`src/rtl/ghost_pkg.sv`:
```
// ghost_pkg: shared ghost mode codes, ghost indices, direction constants and sequencer states
package ghost_pkg;
  typedef enum logic [3:0] {
    M_EATEN   = 4'b0001,
    M_FRIGHT  = 4'b0010,
    M_SCATTER = 4'b0100,
    M_CHASE   = 4'b1000
  } mode_t;
  typedef enum logic [1:0] {S_IDLE, S_SERVE, S_GAP} seq_t;
  localparam logic [1:0] BLINKY = 2'd0;
  localparam logic [1:0] PINKY  = 2'd1;
  localparam logic [1:0] INKY   = 2'd2;
  localparam logic [1:0] CLYDE  = 2'd3;
  localparam logic [15:0] DIR_LEFT  = 16'hFF00;
  localparam logic [15:0] DIR_RIGHT = 16'h0100;
  localparam logic [15:0] DIR_UP    = 16'h00FF;
  localparam logic [15:0] DIR_DOWN  = 16'h0001;
endpackage

```
`src/rtl/mode_timer.sv`:
```
// mode_timer: scatter/chase phase table and frightened countdown, advanced by game ticks
// Ports: clk, rst (sync, active-high); tick, power pulses in;
// gmode = global phase mode, fright_active = fright count nonzero, phase_changed = pulse on the tick that advances the phase
module mode_timer
  import ghost_pkg::*;
#(
  parameter int SCATTER_TICKS = 420,
  parameter int CHASE_TICKS   = 1200,
  parameter int FRIGHT_TICKS  = 360
) (
  input  logic  clk,
  input  logic  rst,
  input  logic  tick,
  input  logic  power,
  output mode_t gmode,
  output logic  fright_active,
  output logic  phase_changed
);
  localparam int PMAX = SCATTER_TICKS > CHASE_TICKS ? SCATTER_TICKS : CHASE_TICKS;
  localparam int PW = $clog2(PMAX + 1);
  localparam int FW = $clog2(FRIGHT_TICKS + 1);
  logic [2:0] phase;
  logic [PW-1:0] pcnt;
  logic [FW-1:0] fcnt;
  logic run;
  assign fright_active = fcnt != '0;
  // phase 7 is the endless chase, so its counter never moves
  assign run = tick && !fright_active && phase != 3'd7;
  assign phase_changed = run && pcnt <= PW'(1);
  assign gmode = phase[0] ? M_CHASE : M_SCATTER;
  always_ff @(posedge clk)
    if (rst) begin
      phase <= '0;
      pcnt <= PW'(SCATTER_TICKS);
      fcnt <= '0;
    end else begin
      fcnt <= power ? FW'(FRIGHT_TICKS) : (tick && fright_active) ? fcnt - 1'b1 : fcnt;
      phase <= phase_changed ? phase + 1'b1 : phase;
      pcnt <= phase_changed ? (phase[0] ? PW'(SCATTER_TICKS) : PW'(CHASE_TICKS)) : run ? pcnt - 1'b1 : pcnt;
    end
endmodule

```
`src/rtl/ghost_scheduler.sv`:
```
// ghost_scheduler: per-tick sweep of four ghost update windows plus per-ghost mode resolution
// Ports: sysclk, reset (sync, active-high); tick, power, ghost_eaten[4], ghost_home[4] in;
// update[4] one-hot window strobe, rotate[4] reverse request, mode[16] one-hot mode per ghost, busy, overrun (sticky)
module ghost_scheduler
  import ghost_pkg::*;
#(
  parameter int UPDATE_LEN    = 7,
  parameter int SCATTER_TICKS = 420,
  parameter int CHASE_TICKS   = 1200,
  parameter int FRIGHT_TICKS  = 360
) (
  input  logic        sysclk,
  input  logic        reset,
  input  logic        tick,
  input  logic        power,
  input  logic [3:0]  ghost_eaten,
  input  logic [3:0]  ghost_home,
  output logic [3:0]  update,
  output logic [3:0]  rotate,
  output logic [15:0] mode,
  output logic        busy,
  output logic        overrun
);
  localparam int CW = $clog2(UPDATE_LEN + 1);
  seq_t state, state_n;
  logic [1:0] ghost, ghost_n;
  logic [CW-1:0] cnt, cnt_n;
  logic pending, pending_n, last_gap, start, fright_active, phase_changed;
  logic [3:0] update_n, enter, fr, rp_set, eaten, exempt, rp;
  mode_t gmode;
  mode_t res [4];
  mode_timer #(
    .SCATTER_TICKS(SCATTER_TICKS),
    .CHASE_TICKS(CHASE_TICKS),
    .FRIGHT_TICKS(FRIGHT_TICKS)
  ) u_timer (
    .clk(sysclk),
    .rst(reset),
    .tick(tick),
    .power(power),
    .gmode(gmode),
    .fright_active(fright_active),
    .phase_changed(phase_changed)
  );
  // the gap after the last ghost is not busy, so a tick there or a queued tick restarts at once
  assign last_gap = state == S_GAP && ghost == CLYDE;
  assign busy = state != S_IDLE && !last_gap;
  assign start = (state == S_IDLE || last_gap) && (tick || pending);
  assign update = state == S_SERVE ? 4'b1 << ghost : 4'b0;
  assign update_n = state_n == S_SERVE ? 4'b1 << ghost_n : 4'b0;
  assign enter = update_n & ~update;
  assign rp_set = (phase_changed || power) ? ~eaten : 4'b0;
  always_comb begin
    state_n = state;
    ghost_n = ghost;
    cnt_n = cnt;
    pending_n = pending;
    if (start) begin
      state_n = S_SERVE;
      ghost_n = BLINKY;
      cnt_n = '0;
      pending_n = pending && tick;
    end else if (state == S_SERVE) begin
      cnt_n = cnt + 1'b1;
      state_n = cnt == CW'(UPDATE_LEN - 1) ? S_GAP : S_SERVE;
    end else if (state == S_GAP) begin
      state_n = last_gap ? S_IDLE : S_SERVE;
      ghost_n = ghost + 1'b1;
      cnt_n = '0;
    end
    if (busy && tick) pending_n = 1'b1;
  end
  always_ff @(posedge sysclk)
    if (reset) begin
      state <= S_IDLE;
      ghost <= '0;
      cnt <= '0;
      pending <= 1'b0;
      overrun <= 1'b0;
    end else begin
      state <= state_n;
      ghost <= ghost_n;
      cnt <= cnt_n;
      pending <= pending_n;
      overrun <= overrun | (busy & tick & pending);
    end
  always_comb
    for (int i = 0; i < 4; i++) begin
      res[i] = eaten[i] ? M_EATEN : (fright_active && !exempt[i]) ? M_FRIGHT : gmode;
      fr[i] = res[i] == M_FRIGHT;
    end
  // pending reversals are consumed as a window opens; a request arriving on that same edge is included
  always_ff @(posedge sysclk)
    if (reset) begin
      eaten <= '0;
      exempt <= '0;
      rp <= '0;
      rotate <= '0;
      mode <= {4{M_SCATTER}};
    end else begin
      eaten <= (ghost_eaten & fr) | (eaten & ~ghost_home);
      exempt <= power ? 4'b0 : exempt | (ghost_eaten & fr);
      rp <= (rp | rp_set) & ~enter;
      rotate <= |enter ? enter & (rp | rp_set) : state_n == S_SERVE ? rotate : 4'b0;
      for (int i = 0; i < 4; i++)
        if (!(update[i] && update_n[i])) mode[4*i+:4] <= res[i];
    end
endmodule

```
`config.mk`:
```
export PLATFORM = sky130hd
export DESIGN_NAME = ghost_scheduler
export DESIGN_NICKNAME = d
export VERILOG_FILES = /design/src/rtl/ghost_pkg.sv /design/src/rtl/mode_timer.sv /design/src/rtl/ghost_scheduler.sv
export SDC_FILE = /design/constraint.sdc
export NUM_CORES = 1
export LEC_CHECK = 0
export CAP_MARGIN = 20
export CORE_AREA = 2 2 100 102
export DETAILED_ROUTE_END_ITERATION = 8
export DIE_AREA = 0 0 102 104
export PLACE_DENSITY = 0.52
export SLEW_MARGIN = 20
export SYNTH_ARGS = -nofsm -noshare
export SYNTH_HDL_FRONTEND = slang
export SYNTH_SLANG_ARGS = --single-unit
```
`constraint.sdc`:
```
create_clock -name sysclk -period 2.21 [get_ports sysclk]
set_input_delay 0.442 -clock sysclk [delete_from_list [all_inputs] [get_ports sysclk]]
set_output_delay 0.442 -clock sysclk [all_outputs]
set_load 0.01 [all_outputs]
```
== Word-level counts from Yosys, hierarchy flattened ==
Index checks and enable logic that the tools add are counted.

* $add $sub $neg: 5
* Reduce and logical (&&, ||, !) cells: 36
* Eq/ne operators: 11
* Mux-type cells: 31
* Shift operators: 2
* Bitwise logic cells: 15
* Order comparisons: 1

{| class="wikitable"
|+ Operator list
! kind !! number
|-
| $mux W4 || 14
|-
| $mux W11 || 3
|-
| $and A4 B4 Y4 || 5
|-
| $mux W9 || 2
|-
| $logic_and A1 B1 Y1 || 17
|-
| $eq A4 B2 Y1 const B || 4
|-
| $not A4 Y4 || 4
|-
| $mux W2 || 7
|-
| $or A4 B4 Y4 || 3
|-
| $le A11 B1 Y1 const B || 1
|-
| $sub A11 B1 Y11 const B || 1
|-
| $reduce_bool A2 Y1 || 5
|-
| $reduce_bool A9 Y1 || 1
|-
| $sub A9 B1 Y9 const B || 1
|-
| $shl A1 B2 Y4 const A || 2
|-
| $add A3 B1 Y3 const B || 2
|-
| $logic_not A1 Y1 || 6
|-
| $mux W3 || 2
|-
| $eq A2 B1 Y1 const B || 2
|-
| $eq A2 B2 Y1 const B || 2
|-
| $reduce_or A2 Y1 || 2
|-
| $reduce_or A4 Y1 || 1
|-
| $eq A3 B3 Y1 const B || 1
|-
| $logic_or A1 B1 Y1 || 3
|-
| other kinds (7) || 10
|}

* Input port bits: 12
* Register bits after elaboration: 64
* Output and inout bits: 26

== Logic depth before layout (Yosys ltp) ==
Gate-level depths: netlist (run 1).

* Depth after elaboration: 11
* Depth in mapped cells: 8
* Depth with buffers taken out: 7

== Modules after synthesis ==
Synthesis (run 1) repeated with hierarchy kept, for this count alone.

* Cells, all modules: 390
* Area total of the unflattened synthesis: 3370.7 um^2

{| class="wikitable"
|+ By module, submodules not included
! module !! cells each !! area each (um^2) !! times used !! sequential area each (um^2)
|-
| ghost_scheduler || 235 || 2107.0 || 1 || 820.8
|-
| mode_timer || 155 || 1263.7 || 1 || 460.4
|}

== Worst setup path after synthesis (run 1) ==
OpenSTA, ideal clock, no wires.

* Path type: register to register
* From: register state[0]
* To: register mode[14]
* Arrival: 2.013 ns
* Slack: 0.078 ns
* Path buffers: 0
* Library setup time: 0.120 ns
* Stages on the path, launching flop included: 8
* Clock period less this slack: 2.132 ns
* Path through: dfxtp_1 inv_1 ha_1 a21oi_1 nor2_1 a2111oi_4 a2111oi_0 a211o_1

* Longest elaborated chain between the ends: 9
* Elaborated cells between the ends (all ways): 18

{| class="wikitable"
|+ Ends and longest elaborated chain
! element !! line !! source
|-
| from (decl) || ghost_scheduler.sv:25 || <nowiki>seq_t state, state_n;</nowiki>
|-
| from (signal assigned) || ghost_scheduler.sv:81 || <nowiki>state <= state_n;</nowiki>
|-
| $eq A2 B2 Y1 || ghost_scheduler.sv:46, ghost_scheduler.sv:66 ||
|-
| $logic_and A1 B1 Y1 || ghost_scheduler.sv:46 || <nowiki>assign last_gap = state == S_GAP && ghost == CLYDE;</nowiki>
|-
| $mux W1 || ghost_scheduler.sv:67 || <nowiki>state_n = last_gap ? S_IDLE : S_SERVE;</nowiki>
|-
| $mux W2 || ghost_scheduler.sv:66 || <nowiki>end else if (state == S_GAP) begin</nowiki>
|-
| $mux W2 || ghost_scheduler.sv:63 || <nowiki>end else if (state == S_SERVE) begin</nowiki>
|-
| $mux W2 || ghost_scheduler.sv:58 || <nowiki>if (start) begin</nowiki>
|-
| $eq A2 B1 Y1 || ghost_scheduler.sv:50 || <nowiki>assign update_n = state_n == S_SERVE ? 4'b1 << ghost_n : 4'b0;</nowiki>
|-
| $mux W4 || ghost_scheduler.sv:50 ||
|-
| $logic_and A1 B1 Y1 * || ghost_scheduler.sv:106 || <nowiki>if (!(update[i] && update_n[i])) mode[4*i+:4] <= res[i];</nowiki>
|-
| to (signal assigned) || ghost_scheduler.sv:99 || <nowiki>mode <= {4{M_SCATTER}};</nowiki>
|-
| to (signal, indexed assignment) || ghost_scheduler.sv:106 ||
|-
| to (decl) || ghost_scheduler.sv:20 || <nowiki>output logic [15:0] mode,</nowiki>
|}

Mark *: on every way between the ends. The rest lies on a longest branch, timed or not.
A chain may end at the register's enable or synchronous reset.

== Final worst setup path (run 1) ==
* From: register state[1]
* To: output update[3]

* Longest elaborated chain between the ends: 2

{| class="wikitable"
|+ Ends and longest elaborated chain
! element !! line !! source
|-
| $eq A2 B1 Y1 || ghost_scheduler.sv:49 || <nowiki>assign update = state == S_SERVE ? 4'b1 << ghost : 4'b0;</nowiki>
|-
| $mux W4 || ghost_scheduler.sv:49 ||
|-
| to (decl) || ghost_scheduler.sv:18 || <nowiki>output logic [3:0] update,</nowiki>
|}

Every way passes these cells.

==> metrics.cfg, run 1 <==
[clocking]
clkSlewWorstSetupHoldPaths_ns = 0.08
cts_buffers = 9
cts.sinks = 64
clockBufferDepth = 2
cts_root_buf = clkbuf_8
cts_tree = built
worstSkewPairLatency_ns = 0.35
h-tree-depth = 3
cts_hold_buffers = 0

[global_routing]
grt_max_degree = 33
grtUsageTotal_pct = 16.8
grt_pass1_vias = 2830
antenna_found_initial = 0
overflow = 0
grt_pass1_wl_um = 13900

[setup_path]
worst_setup_path_end_kind = output pin
crit_slowest_cell = dfxtp_2
crit_chain = inv_1, ha_2, buf_4, nand2_1, inv_2, dlygate4sd2_1
worstPathArrival_ns = 1.66
path_max_fanout = 5
critPathKind = reg -> out
ff2ff_setup_slack_ns = 0.17
critPathRequiredTime_ns = 1.77
start_kind = flip-flop
max_stage_delay_ns = 0.37

[pwr]
pwr-share-comb_pct = 24.5
share_seq_of_total_power_pct = 42.2
internal_power_mw = 2.11
leakage_nw = 1.62
ir_worst_vdd_mv = 0.301
fin_total_pwr_mw = 3.08
power_density_nw_per_um2 = 737
switching_power_mw = 0.973
swShare_pct = 31.5
p_clk_share_pct = 33.3

[timing]
fin_crit_sh_pct = 95.0
tightestPinTransition_ns = 0.516
fin_skew_ns = 0.0153
setup_violations = 0
relSlewSlack_pct = 65.6
rsz0062_at_grt = no
slew_violations = 0
clock.fmax_ghz = 0.476
period_needed_ns = 2.10
fin_setup_tns_ns = 0
hold_ws_ns = 0.467
hold_viol = 0

[synthesis]
synth_seq_cells = 64
synth_top_flop_cell = dfxtp_1
syn_inst = 381
postSynthAreaPerCell_sq_um = 8.50
ys.warnings.count = 0
ys_seq_area_share_pct = 39.6
ys_types = 54
syn_area_sq_um = 3240
syn_nets = 409
synth_edf_count = 0
synth_async_sr_flop_share_pct = 0

[route]
drt-wirelength-per-cell_um = 14.7
via_per_inst = 5.08
vias = 2962
wirelength_um = 8550
ant_nets = 0
dr.pass1.iters = 4
drc = 0
drt_iter0_markers = 150

[min_path]
hp-class = reg -> reg

[cells_and_area]
nFillCells = 1008
antenna_cells = 0
drive_gt1_share_pct = 14.2
final_common_cell = dfxtp_1
mostFrequentLayoutCells = dfxtp_1, nor2_1, nand2_1, clkdlybuf4s50_1, buf_4
fin_nets = 474
area_growth_pct = 29.2

[die]
die_y_um = 104
core_sq_um = 9550
die_w_um = 102
ios = 38
start_util_pct = 33.9
die-area_sq_um = 10600
rows = 36

[placement]
dp_hpwl_um = 6290
gpl.final_weighted_congestion = 0.844
port_buffers = 37

[outcome]
status = complete, no violations

[flow_run]
max_cap_violations = 0

[state kept, by name, indices dropped and copies added (netlist names)]
name and count:
rp 4, cnt 3, u_timer.phase 3, overrun 1
eaten 4, pending 1, u_timer.pcnt 11, state 2
rotate 4, exempt 4, mode 16, ghost 2
u_timer.fcnt 9
[power by group through the flow]
stage | Combinational (mW) | Sequential (mW) | Clock [mW]
5_1_grt | 0.841 | 1.31 | 1.11
6_report | 0.756 | 1.30 | 1.03
3_3_place_gp | 0.740 | 1.33 | 0
3_5_place_dp | 0.744 | 1.33 | 0
4_1_cts | 0.746 | 1.30 | 1.06
2_1_floorplan | 0.439 | 1.33 | 0
[cells in the mapped netlist (7+ instances only)]
master,count,share of area [%]
dfxtp_1,64,40
nor2_1,42,4.9
nand2_1,32,3.7
a21oi_1,29,4.5
o21ai_0,23,3.6
inv_1,22,2.5
ha_1,16,6.2
a31oi_1,12,2.3
nand3_1,9,1.4
nor3_1,9,1.4
clkbuf_1,8,0.93
mux2i_1,7,2.2
nand4_1,7,1.4
[stage by stage]
stage,cell area (sq um),worst slack [ns],util [%],cells
3_5_place_dp,3950,0.0535,41.4,567
5_1_grt,4190,0.00348,43.8,583
4_1_cts,4150,0.0661,43.5,583
3_3_place_gp,3950,0.106,41.4,567
6_report,4190,0.111,43.8,583
2_1_floorplan,3240,0.0776,-,381
[kinds of logic after synthesis]
group                    count (synthesis)  share of synthesized area (%)
buffers and inverters                   34                           4.09
flip-flops                              64                           39.6
AND/OR/NAND/NOR                        140                           23.0
XOR/XNOR                                12                           3.24
adder cells (fa/ha/maj)                 16                           6.18
multiplexers                             8                           2.51
AO/OA/AOI/OAI                          107                           21.4
[what timing repair did]
| action | 4_1_cts | 5_1_grt |
|---|---|---|
| pin swaps | 0 | 1 |
| setup buffers | 1 | 0 |
| gates resized for setup | 9 | 11 |
| setup endpoints to repair | 5 | 16 |
[critical path: cells and delay by family (launching register included)]
| kind | cells | cell delay, ns |
|---|---|---|
| adders and majority gates | 1 | 0.19 |
| and+or+nand+nor | 1 | 0.16 |
| DFF | 1 | 0.37 |
| buffers and inverters | 4 | 0.57 |
[worst paths after layout]
path                    end  startpoint  depth (start not counted)
setup / recovery  update[3]    state[1]                          6
hold reg to reg   rotate[0]   rotate[0]                          2
setup reg to reg    mode[2]    state[0]                          7
hold / removal    rotate[0]   rotate[0]                          2
[routing by layer]
metal,share of wire (%),up-vias,GRT usage (%)
met5,0,-,0
met4,1.2,0,6.29
met3,2.9,8,2.96
met2,45,40,25.8
met1,51,1400,23.3
li1,-,1514,-
[area by class of cell]
type / instances / area, sq um / area share (%)
clock inverters: 5 / 57.6 / 1.38
repair buffers: 66 / 594 / 14.2
multi-input cells: 283 / 1860 / 44.5
flip-flops and latches: 64 / 1280 / 30.7
clock buffers: 10 / 138 / 3.29
inverters: 22 / 82.6 / 1.97
well taps: 133 / 166 / 3.98
Power figures use the tool's default switching activity.
==> inputs of run 2 (changes only) <==
--- a/config.mk
+++ b/config.mk
@@ -10,6 +10,7 @@
 export DETAILED_ROUTE_END_ITERATION = 8
 export DIE_AREA = 0 0 102 104
 export PLACE_DENSITY = 0.52
+export SKIP_CTS_REPAIR_TIMING = 1
 export SLEW_MARGIN = 20
 export SYNTH_ARGS = -nofsm -noshare
 export SYNTH_HDL_FRONTEND = slang
==> run 2 against run 1 <==
Against the previous run: sequential power barely moved; non-clock buffer count unchanged; register-to-register slack about the same; largest power group unchanged.
==> metrics.cfg, run 2 (same netlist as run 1, synthesis figures left out) <==
[outcome]
status = complete, no violations

[timing]
slew_violations = 0
period_needed_ns = 2.04
hold_viol = 0
hold_ws_ns = 0.468
setup_slack_ns = 0.173
fin_crit_sh_pct = 92.2
relSlewSlack_pct = 64.6
setup_violations = 0
tightestPinTransition_ns = 0.531
rsz0062_at_grt = no
fin_setup_tns_ns = 0
fin_skew_ns = 0.0155
clock.fmax_ghz = 0.491

[global_routing]
grt_max_degree = 33
antenna_found_initial = 0
grt_pass1_wl_um = 13800
overflow = 0
grtUsageTotal_pct = 16.7
grt_pass1_vias = 2816

[setup_path]
worst_setup_path_end_kind = flip-flop
start_kind = flip-flop
reg2regPathDepth = 7
path_max_fanout = 6
worstPathArrival_ns = 2.31
critPathRequiredTime_ns = 2.49
critPathKind = reg -> reg

[clocking]
clockBufferDepth = 2
cts.sinks = 64
worstSkewPairLatency_ns = 0.35
cts_root_buf = clkbuf_8
h-tree-depth = 3
clkSlewWorstSetupHoldPaths_ns = 0.08
cts_tree = built
cts_buffers = 9

[flow_run]
max_cap_violations = 0

[cells_and_area]
area_growth_pct = 29.9
mostFrequentLayoutCells = dfxtp_1, nor2_1, nand2_1, clkdlybuf4s50_1, buf_4
multi_input_area_sq_um = 1870
post-route-util_pct = 44.1
largest_reg_flops = 16
antenna_cells = 0
fin_nets = 474
final_common_cell = dfxtp_1
largestRegisters = mode: 16 flops, u_timer.pcnt: 11 flops, u_timer.fcnt: 9 flops
register_area_sq_um = 1280
regMostFlops = mode
finalNonFillerCells = 583
nFillCells = 1000
drive_gt1_share_pct = 14.4
stdcell_area_sq_um = 4210

[route]
wirelength_um = 8620
drt_iter0_markers = 177
via_per_inst = 5.15
drt-wirelength-per-cell_um = 14.8
vias = 3002
dr.pass1.iters = 4
drc = 0
ant_nets = 0

[placement]
placed_area_sq_um = 3950
dp_hpwl_um = 6290
dp_slack_ns = 0.0535
port_buffers = 37
dpl.cell_count = 567
gpl.final_weighted_congestion = 0.844

[die]
start_util_pct = 33.9
ios = 38
die-area_sq_um = 10600
die_y_um = 104
rows = 36
die_w_um = 102
core_sq_um = 9550

[pwr]
power_density_nw_per_um2 = 734
leakage_nw = 1.68
ir_worst_vdd_mv = 0.301
fin_total_pwr_mw = 3.09

[min_path]
whs_path_depth = 2
hp-class = reg -> reg

## run 2: changes by cell type in the layout (fill, tap and decap cells not counted)
cell | previous run | this run
dlygate4sd2_1 | 5 | 0
dlymetal6s2s_1 | 0 | 5
nor2b_1 | 5 | 4
nor2b_2 | 0 | 1
o311ai_0 | 1 | 2
o311ai_1 | 1 | 0
## run 2: final timing paths
| kind | endpoint | from | slack [ns] |
|---|---|---|---|
| worst max-delay path | mode[2] | state[0] | 0.17 |
| worst max register to register | mode[2] | state[0] | 0.17 |
| worst min-delay path | rotate[0] | rotate[0] | 0.47 |
| worst min register to register | rotate[0] | rotate[0] | 0.47 |
## run 2: layer usage
metal / wire [um] / vias up / share of wire [%] / track usage (%)
met1: 4280 / 1418 / 50 / 23.2
li1: - / 1518 / - / -
met4: 131 / 0 / 1.5 / 6.29
met2: 3880 / 55 / 45 / 25.6
met5: 0 / - / 0 / 0
met3: 317 / 11 / 3.7 / 2.96
## run 2: power by group
| part | switching, mW | internal (mW) |
|---|---|---|
| registers | 0.0652 | 1.24 |
| clock network | 0.480 | 0.545 |
| logic | 0.427 | 0.335 |
## run 2: worst max-delay path, stage by stage (launching register included)
cell and delay, ns:
dfxtp_1 0.39, inv_1 0.10, ha_4 0.19, and2b_2 0.24
o31ai_1 0.26, a21boi_1 0.30, o21a_1 0.27, mux2i_1 0.21
## run 2: cell type report
cell class / instances / area share (%)
Timing Repair Buffer: 66 / 14.6
Clock inverter: 5 / 1.37
Tap cell: 133 / 3.96
Inverter: 22 / 1.96
Multi-Input combinational cell: 283 / 44.3
Clock buffer: 10 / 3.27
Sequential cell: 64 / 30.5
